$ cat config.mk
export PLATFORM = sky130hd
export DESIGN_NAME = regfile_writeback
export DESIGN_NICKNAME = d
export VERILOG_FILES = /design/src/rtl/regfile_writeback.sv
export SDC_FILE = /design/constraint.sdc
export NUM_CORES = 2
export LEC_CHECK = 0
export CELL_PAD_IN_SITES_DETAIL_PLACEMENT = 0
export CELL_PAD_IN_SITES_GLOBAL_PLACEMENT = 1
export CORE_AREA = 3 3 476 478
export DETAILED_ROUTE_END_ITERATION = 10
export DIE_AREA = 0 0 479 481
export GPL_ROUTABILITY_DRIVEN = 0
export PLACE_DENSITY = 0.47
export SLEW_MARGIN = 15
export SYNTH_ARGS = -nofsm -noshare
export SYNTH_HDL_FRONTEND = slang
export SYNTH_SLANG_ARGS = --single-unit
$ cat constraint.sdc
create_clock -name clk -period 96.7 [get_ports clk]
set_input_delay 9.67 -clock clk [delete_from_list [all_inputs] [get_ports clk]]
set_output_delay 9.67 -clock clk [all_outputs]
set_load 0.02 [all_outputs]
$ cat src/rtl/regfile_writeback.sv
// Register-file write-back: four sources share one write port (load > ext > exe > mov),
// with a FIFO scoreboard of outstanding load destinations that blocks WAW hazards.
module regfile_writeback #(
  parameter  int XLEN     = 32,
  parameter  int NREG     = 32,
  parameter  int ZERO_REG = 1,
  parameter  int LD_DEPTH = 4,
  localparam int AW       = $clog2(NREG),
  localparam int AW_LD    = $clog2(LD_DEPTH)
) (
  input  logic                 clk,
  input  logic                 rst,
  input  logic                 exe_valid,
  output logic                 exe_ready,
  input  logic [AW-1:0]        exe_addr,
  input  logic [XLEN-1:0]      exe_data,
  input  logic                 mov_valid,
  output logic                 mov_ready,
  input  logic [AW-1:0]        mov_addr,
  input  logic [XLEN-1:0]      mov_data,
  input  logic                 ext_valid,
  output logic                 ext_ready,
  input  logic [AW-1:0]        ext_addr,
  input  logic [XLEN-1:0]      ext_data,
  input  logic                 ld_issue_valid,
  output logic                 ld_issue_ready,
  input  logic [AW-1:0]        ld_issue_addr,
  input  logic                 ld_done_valid,
  input  logic [XLEN-1:0]      ld_done_data,
  output logic [NREG*XLEN-1:0] regs,
  output logic [NREG-1:0]      busy,
  output logic [AW_LD:0]       ld_pending,
  output logic                 wb_done,
  output logic [AW-1:0]        wb_done_addr,
  output logic                 err_ld_underflow
);

  logic [XLEN-1:0]     regs_q [NREG];
  logic [XLEN-1:0]     regs_d [NREG];
  logic [AW-1:0]       fifo_q [LD_DEPTH];
  logic [AW-1:0]       fifo_d [LD_DEPTH];
  logic [LD_DEPTH-1:0] fvld_q, fvld_d;
  logic [AW_LD:0]      wr_ptr_q, wr_ptr_d, rd_ptr_q, rd_ptr_d;
  logic                wb_done_q, wb_done_d;
  logic [AW-1:0]       wb_done_addr_q, wb_done_addr_d;
  logic                err_q, err_d;

  logic                fifo_empty, fifo_full, ld_pop, ld_push;
  logic [AW_LD-1:0]    wr_idx, rd_idx;
  logic [AW-1:0]       head_addr;
  logic [NREG-1:0]     busy_w;
  logic                ext_acc, exe_acc, mov_acc;
  logic                commit;
  logic [AW-1:0]       wr_addr;
  logic [XLEN-1:0]     wr_data;

  assign wr_idx     = wr_ptr_q[AW_LD-1:0];
  assign rd_idx     = rd_ptr_q[AW_LD-1:0];
  assign fifo_empty = (wr_ptr_q == rd_ptr_q);
  assign fifo_full  = (wr_idx == rd_idx) && (wr_ptr_q[AW_LD] != rd_ptr_q[AW_LD]);
  assign head_addr  = fifo_q[rd_idx];

  assign ld_pop  = ld_done_valid && !fifo_empty;
  // Readiness is based on the registered full flag: a same-cycle pop never frees a slot.
  assign ld_push = ld_issue_valid && !fifo_full;

  always_comb begin
    busy_w = '0;
    for (int i = 0; i < LD_DEPTH; i++) begin
      if (fvld_q[i]) busy_w[fifo_q[i]] = 1'b1;
    end
    if (ZERO_REG != 0) busy_w[0] = 1'b0;
  end

  assign ext_ready = !ld_pop && !busy_w[ext_addr];
  assign exe_ready = !ld_pop && !busy_w[exe_addr] && !ext_valid;
  assign mov_ready = !ld_pop && !busy_w[mov_addr] && !ext_valid && !exe_valid;
  assign ld_issue_ready = !fifo_full;

  assign ext_acc = ext_valid && ext_ready;
  assign exe_acc = exe_valid && exe_ready;
  assign mov_acc = mov_valid && mov_ready;

  always_comb begin
    commit  = 1'b0;
    wr_addr = '0;
    wr_data = '0;
    if (ld_pop) begin
      commit  = 1'b1;
      wr_addr = head_addr;
      wr_data = ld_done_data;
    end else if (ext_acc) begin
      commit  = 1'b1;
      wr_addr = ext_addr;
      wr_data = ext_data;
    end else if (exe_acc) begin
      commit  = 1'b1;
      wr_addr = exe_addr;
      wr_data = exe_data;
    end else if (mov_acc) begin
      commit  = 1'b1;
      wr_addr = mov_addr;
      wr_data = mov_data;
    end
  end

  always_comb begin
    regs_d = regs_q;
    // Register 0 of a hardwired-zero file is never stored, so it reads 0 forever.
    if (commit && !((ZERO_REG != 0) && (wr_addr == '0))) regs_d[wr_addr] = wr_data;

    fifo_d   = fifo_q;
    fvld_d   = fvld_q;
    wr_ptr_d = wr_ptr_q;
    rd_ptr_d = rd_ptr_q;
    if (ld_pop) begin
      fvld_d[rd_idx] = 1'b0;
      rd_ptr_d       = rd_ptr_q + 1'b1;
    end
    if (ld_push) begin
      fifo_d[wr_idx] = ld_issue_addr;
      fvld_d[wr_idx] = 1'b1;
      wr_ptr_d       = wr_ptr_q + 1'b1;
    end

    wb_done_d      = commit;
    wb_done_addr_d = commit ? wr_addr : wb_done_addr_q;
    err_d          = err_q || (ld_done_valid && fifo_empty);
  end

  always_ff @(posedge clk or posedge rst) begin
    if (rst) begin
      for (int r = 0; r < NREG; r++) regs_q[r] <= '0;
      for (int i = 0; i < LD_DEPTH; i++) fifo_q[i] <= '0;
      fvld_q         <= '0;
      wr_ptr_q       <= '0;
      rd_ptr_q       <= '0;
      wb_done_q      <= 1'b0;
      wb_done_addr_q <= '0;
      err_q          <= 1'b0;
    end else begin
      regs_q         <= regs_d;
      fifo_q         <= fifo_d;
      fvld_q         <= fvld_d;
      wr_ptr_q       <= wr_ptr_d;
      rd_ptr_q       <= rd_ptr_d;
      wb_done_q      <= wb_done_d;
      wb_done_addr_q <= wb_done_addr_d;
      err_q          <= err_d;
    end
  end

  for (genvar r = 0; r < NREG; r++) begin : g_regs
    assign regs[r*XLEN +: XLEN] = regs_q[r];
  end

  assign busy             = busy_w;
  assign ld_pending       = wr_ptr_q - rd_ptr_q;
  assign wb_done          = wb_done_q;
  assign wb_done_addr     = wb_done_addr_q;
  assign err_ld_underflow = err_q;

endmodule

Word level (Yosys, flattened, before mapping)
Index checks and enable logic that the tools add are counted.

storage, ports and cells
  bits in registers = 1061
  bits in latches = 0
  bits in writable memories = 0
  memory bits (read-only) = 0
  output and inout port bits = 1070
  word-level logic and storage cells = 155
  memories = 0

cells by class
  add/subtract/negate cells = 3
  $mul = 0
  div/mod/pow operators = 0
  $lt $le $gt $ge = 20
  equality and inequality tests = 3
  shift operators = 0
  mux-type cells = 45
  bitwise operators = 9
  reductions and logical operators = 33

operators with widths
  kind                                                                count
  bitwise mux 1024 bit                                                1
  two-way mux 32 bit                                                  9
  demux 32 bit (select 5 bit)                                         1
  bitwise OR 32 bit                                                   3
  < comparator 5 x 6 -> 1 bit (second input constant)                 7
  two-way mux 5 bit                                                   7
  logical AND 1 bit                                                   22
  bitwise mux 20 bit                                                  1
  demux 1 bit (select 5 bit)                                          4
  greater-or-equal comparator 5 x 1 -> 1 bit (second input constant)  4
  binary-select mux 1 bit (select 5 bit)                              3
  two-way mux 1 bit                                                   13
  binary-select mux 5 bit (select 2 bit)                              1
  demux 5 bit (select 2 bit)                                          1
  zero test 1 bit                                                     9
  two-way mux 4 bit                                                   2
  adder 3 x 1 -> 3 bit (second input constant)                        2
  greater-or-equal comparator 3 bit (second input constant)           2
  greater-or-equal comparator 6 bit (second input constant)           1
  < comparator 2 x 3 -> 1 bit (second input constant)                 2
  < comparator 6 x 1 -> 1 bit (second input constant)                 1
  inverter 2 -> 3 bit                                                 2
  inverter 5 -> 6 bit                                                 1
  zero test 5 bit                                                     1
  other kinds (11)                                                    13

Longest topological paths before layout
  word-level depth = 28
  gate-level depth with buffers = 17

Worst setup path after synthesis
No wires, ideal clock.

  path type = input to output
  start point = input mov_addr[1]
  end point = output mov_ready
  data arrival time = 11.832 ns
  required time = 87.030 ns
  path slack = 75.198 ns
  stages on the path = 7
  buffers on the path = 2
  cells stage by stage = clkbuf_1 clkbuf_1 nand3_1 o2111ai_1 and4_1 nand2_1 a2111oi_0

between the ends
  longest elaborated chain between the ends = 6

ends and longest elaborated chain
  element                                  RTL line  source
  start: declaration                       19        input logic [AW-1:0] mov_addr,
  binary-select mux 1 bit (select 5 bit)   77        assign mov_ready = !ld_pop && !busy_w[mov_addr] && !ext_valid && !exe_valid;
  two-way mux 1 bit (not written as such)  77
  zero test 1 bit                          77
  logical AND 1 bit (3 in a row)           77
  end: declaration                         18        output logic mov_ready,

No other way between the ends. The select of a mux whose other input is x is not followed.

Worst setup path in the final report
  start point = input ext_addr[1]
  end point = output ext_ready

between the ends
  longest elaborated chain between the ends = 4

ends and longest elaborated chain
  element                                  RTL line  source
  start: declaration                       23        input logic [AW-1:0] ext_addr,
  binary-select mux 1 bit (select 5 bit)   75        assign ext_ready = !ld_pop && !busy_w[ext_addr];
  two-way mux 1 bit (not written as such)  75
  zero test 1 bit                          75
  logical AND 1 bit                        75
  end: declaration                         22        output logic ext_ready,

No other way between the ends. The select of a mux whose other input is x is not followed.

==> parameters.txt <==
Parameter                              Value

Floorplanning
  Starting density of the core    0.194
  Area of the die    230000 µm²
  Core area    222000 µm²
  I/O Pins    1225
  Die extent in y    481 µm
  Row Count    173
  Die width    479 µm

Clock network
  Sink count of the clock tree    1061
  Post-CTS Hold Fix Bufs    0
  Cell at the root of the clock tree    clkbuf_16
  Clock buffer depth    3
  Resize count post-CTS    0
  Post CTS Setup Buffer Count    0
  Later-pin clock latency in the skew report    0.80 ns
  CTS clk-pin slew, worst paths    0.06 ns
  Clock buffer count from CTS    132
  Clock tree from TritonCTS    yes
  Number of levels the H-tree was split into    4

Pwr
  Cell area power density    38.2 nW/µm²
  Reported leakage power    27.4 nW
  Clock network power share    0.206
  Share of total power consumed by net switching    0.410
  Logic pwr share    0.490
  Flop pwr share    0.304
  Internal Power    1.42 mW
  P_sw    988 µW
  Worst-case vdd ir drop    0.0183 mV

Synthesis
  Synthesized netlist cell count    2916
  Compound-Gate Fraction of Synth Area    0.0330
  Area share of xor/xnor cells in the synthesized design    0.00122
  Leading post-synthesis cells by instance count    dfrtp_1, mux2_2, clkbuf_1
  Main combinational cell family by area after synthesis    multiplexers
  Share of synthesized area occupied by flip-flops and latches    0.616
  Number of register bits inferred by synthesis    1061
  Number of distinct library cell variants in the gate-level netlist after synthesis    80
  Simple-gate area share of the yosys netlist    0.0401
  Post-synth ARST share    1.00
  Multiplexer share of the synthesized area    0.272
  Avg Synthesized Cell Area    14.8 µm²
  Cell taking the most area after synthesis    dfrtp_1
  Number of nets produced by synthesis    3082
  Total of warnings raised by yosys    0
  Synthesized area    43100 µm²
  Share of Yosys cell area claimed by the top area cell type    0.616
  Post-synth top flop    dfrtp_1
  Number of synthesized flops with an enable pin    0
  Cell with the most instances after synthesis    dfrtp_1
  Most area-consuming cells after synthesis    dfrtp_1, mux2_2, mux2_1
  Post-synthesis share of cell area spent on full adders, half adders and majority gates    0.00337

Critical path
  Largest fanout on the critical path    15
  Kind of launch point of the worst setup path    input port
  Worst endpoint required time    87.03 ns
  Worst endpoint data arrival time    12.99 ns
  WS Path Type    in2out
  Type of element capturing the critical path    output port

Drt
  Number of routed nets with antenna violations    0
  Drt via density    4.20
  Total number of vias    30065
  Detailed-route wire length per cell    29.5 µm
  Drt total wl    211000 µm
  Total iterations of the first detailed-routing run    10
  Detailed-route DRC error count    0
  Initial drt markers    1821

Global routing
  Congestion Overflow GR    0
  Global-route usage over all layers    0.178
  Antenna violations before repair    21
  Maximum number of pins on one net before global-route repair    144
  Wire length of the first global-routing pass    285000 µm
  Vias in the first global route    31495

Layout
  Util after Layout    0.283
  Net count reported at finish    4233
  Share of layout cells above drive strength 1    0.311
  Area growth from synthesis to layout    46.3%

Timing
  Layout Skew    0.0605 ns
  Unrepaired setup endpoints after global routing    false
  Final critical-path share of the clock period    0.234
  Slew Limit Headroom    0.218
  Actual slew at the worst max-slew pin    1.17 ns
  Timing-limited maximum frequency    44.1 MHz
  Final hold violation count    0
  Final slew viol count    0
  Final-layout setup total negative slack    0 ns
  Time the worst path needs with I/O delays and setup    22.66 ns
  Final Setup Violations    0

Worst hold path
  Hold WC Path Type    reg2reg

Job
  Maximum Capacitance Violations    0

Run status
  Outcome    completed

Place
  HPWL Detailed    148000 µm
  # port buffers    1223
cells by family (layout without fill, tap and decap cells):
family                     Yosys count  after routing
adders and majority gates           11             11
and+or+nand+nor                    317            317
DFF                               1061           1061
AOI/OAI and AO/OA                  174            174
xor gates and xnor gates             6              6
buffers and inverters              324           1571
other                                1             16
muxes                             1022           1022
path summary, 6_finish.rpt:
check | from | to | slack, ns | cells after the start
worst max-delay path | ext_addr[1] | ext_ready | 74.04 | 8
worst min-delay path | regs[23] | regs[23] | 0.37 | 0
worst max register to register | fifo_q[10] | regs[732] | 90.52 | 13
worst min register to register | regs[23] | regs[23] | 0.37 | 0
max in group asynchronous | rst | regs[361] | 83.58 | 6
min in group asynchronous | rst | regs[26] | 9.42 | 2
cells in the final DEF, fill, tap and decap left out, types with 10 or more instances in the layout:
cell type / count
ha_1: 10
a21oi_1: 13
nor2b_1: 10
nand2_2: 28
nor2_4: 12
clkbuf_8: 28
nand4b_1: 13
clkbuf_16: 132
mux2_4: 30
clkbuf_1: 42
dfrtp_1: 1061
mux2_1: 98
nor2_1: 39
nand3_1: 12
nor3_1: 19
diode_2: 15
clkinv_16: 10
buf_4: 80
a222oi_1: 32
mux2_2: 885
clkdlybuf4s50_1: 1223
a22oi_1: 16
inv_1: 31
o22ai_1: 39
nand2b_1: 12
nand2_1: 97
cell type report:
cell class	instances	area, µm²
Tap cell	2975	3720
Fill cell	22824	159000
Multi-Input combinational cell	1531	15300
Sequential cell	1061	26600
Antenna cell	15	37.5
Timing Repair Buffer	1305	12900
Clock inverter	28	513
Clock buffer	202	3850
Inverter	36	143
routing by layer:
metal	up-vias	track usage	wire, µm	share of wire
met5	-	0	0	0
met4	0	0.0381	4180	0.020
met3	215	0.0685	20100	0.095
met2	1265	0.292	99100	0.47
met1	15930	0.221	87600	0.42
li1	12655	-	-	-
sequential cells by signal (all words and copies together), names as in the netlist:
signal	flops
fvld_q	4
fifo_q	20
err_ld_underflow	1
regs	1024
wb_done_addr	5
rd_ptr_q	3
wb_done	1
wr_ptr_q	3
worst max-delay path, cell delays in order:
cell and delay (ns):
clkdlybuf4s50_1 0.80, clkinv_1 0.38, nor3_1 0.26, o32ai_1 0.13
o2bb2ai_1 0.32, o22ai_2 0.19, nor3_1 0.42, clkdlybuf4s50_1 0.81
metrics by stage:
| stage | power [mW] | hold slack [ns] | std cells | area [µm²] | setup slack (ns) |
|---|---|---|---|---|---|
| after floorplan | 1.28 | 0.466 | 2916 | 43100 | 57.16 |
| after global placement | 1.94 | 0.364 | 6907 | 58600 | 74.05 |
| final | 2.41 | 0.373 | 7153 | 63000 | 74.04 |
| after detailed placement | 1.94 | 0.364 | 6908 | 58600 | 74.08 |
| after CTS | 2.46 | 0.379 | 7138 | 63000 | 74.06 |
| after global routing | 2.53 | 0.384 | 7140 | 63000 | 73.86 |
power by group through the flow:
stage	clock, mW	sequential [mW]	combinational, mW
global route	0.533	0.756	1.24
floorplan	0	0.930	0.348
detailed placement	0	0.736	1.20
global placement	0	0.730	1.21
CTS	0.517	0.732	1.21
finish	0.497	0.731	1.18
Note: power is estimated with default switching activity, not from simulation.
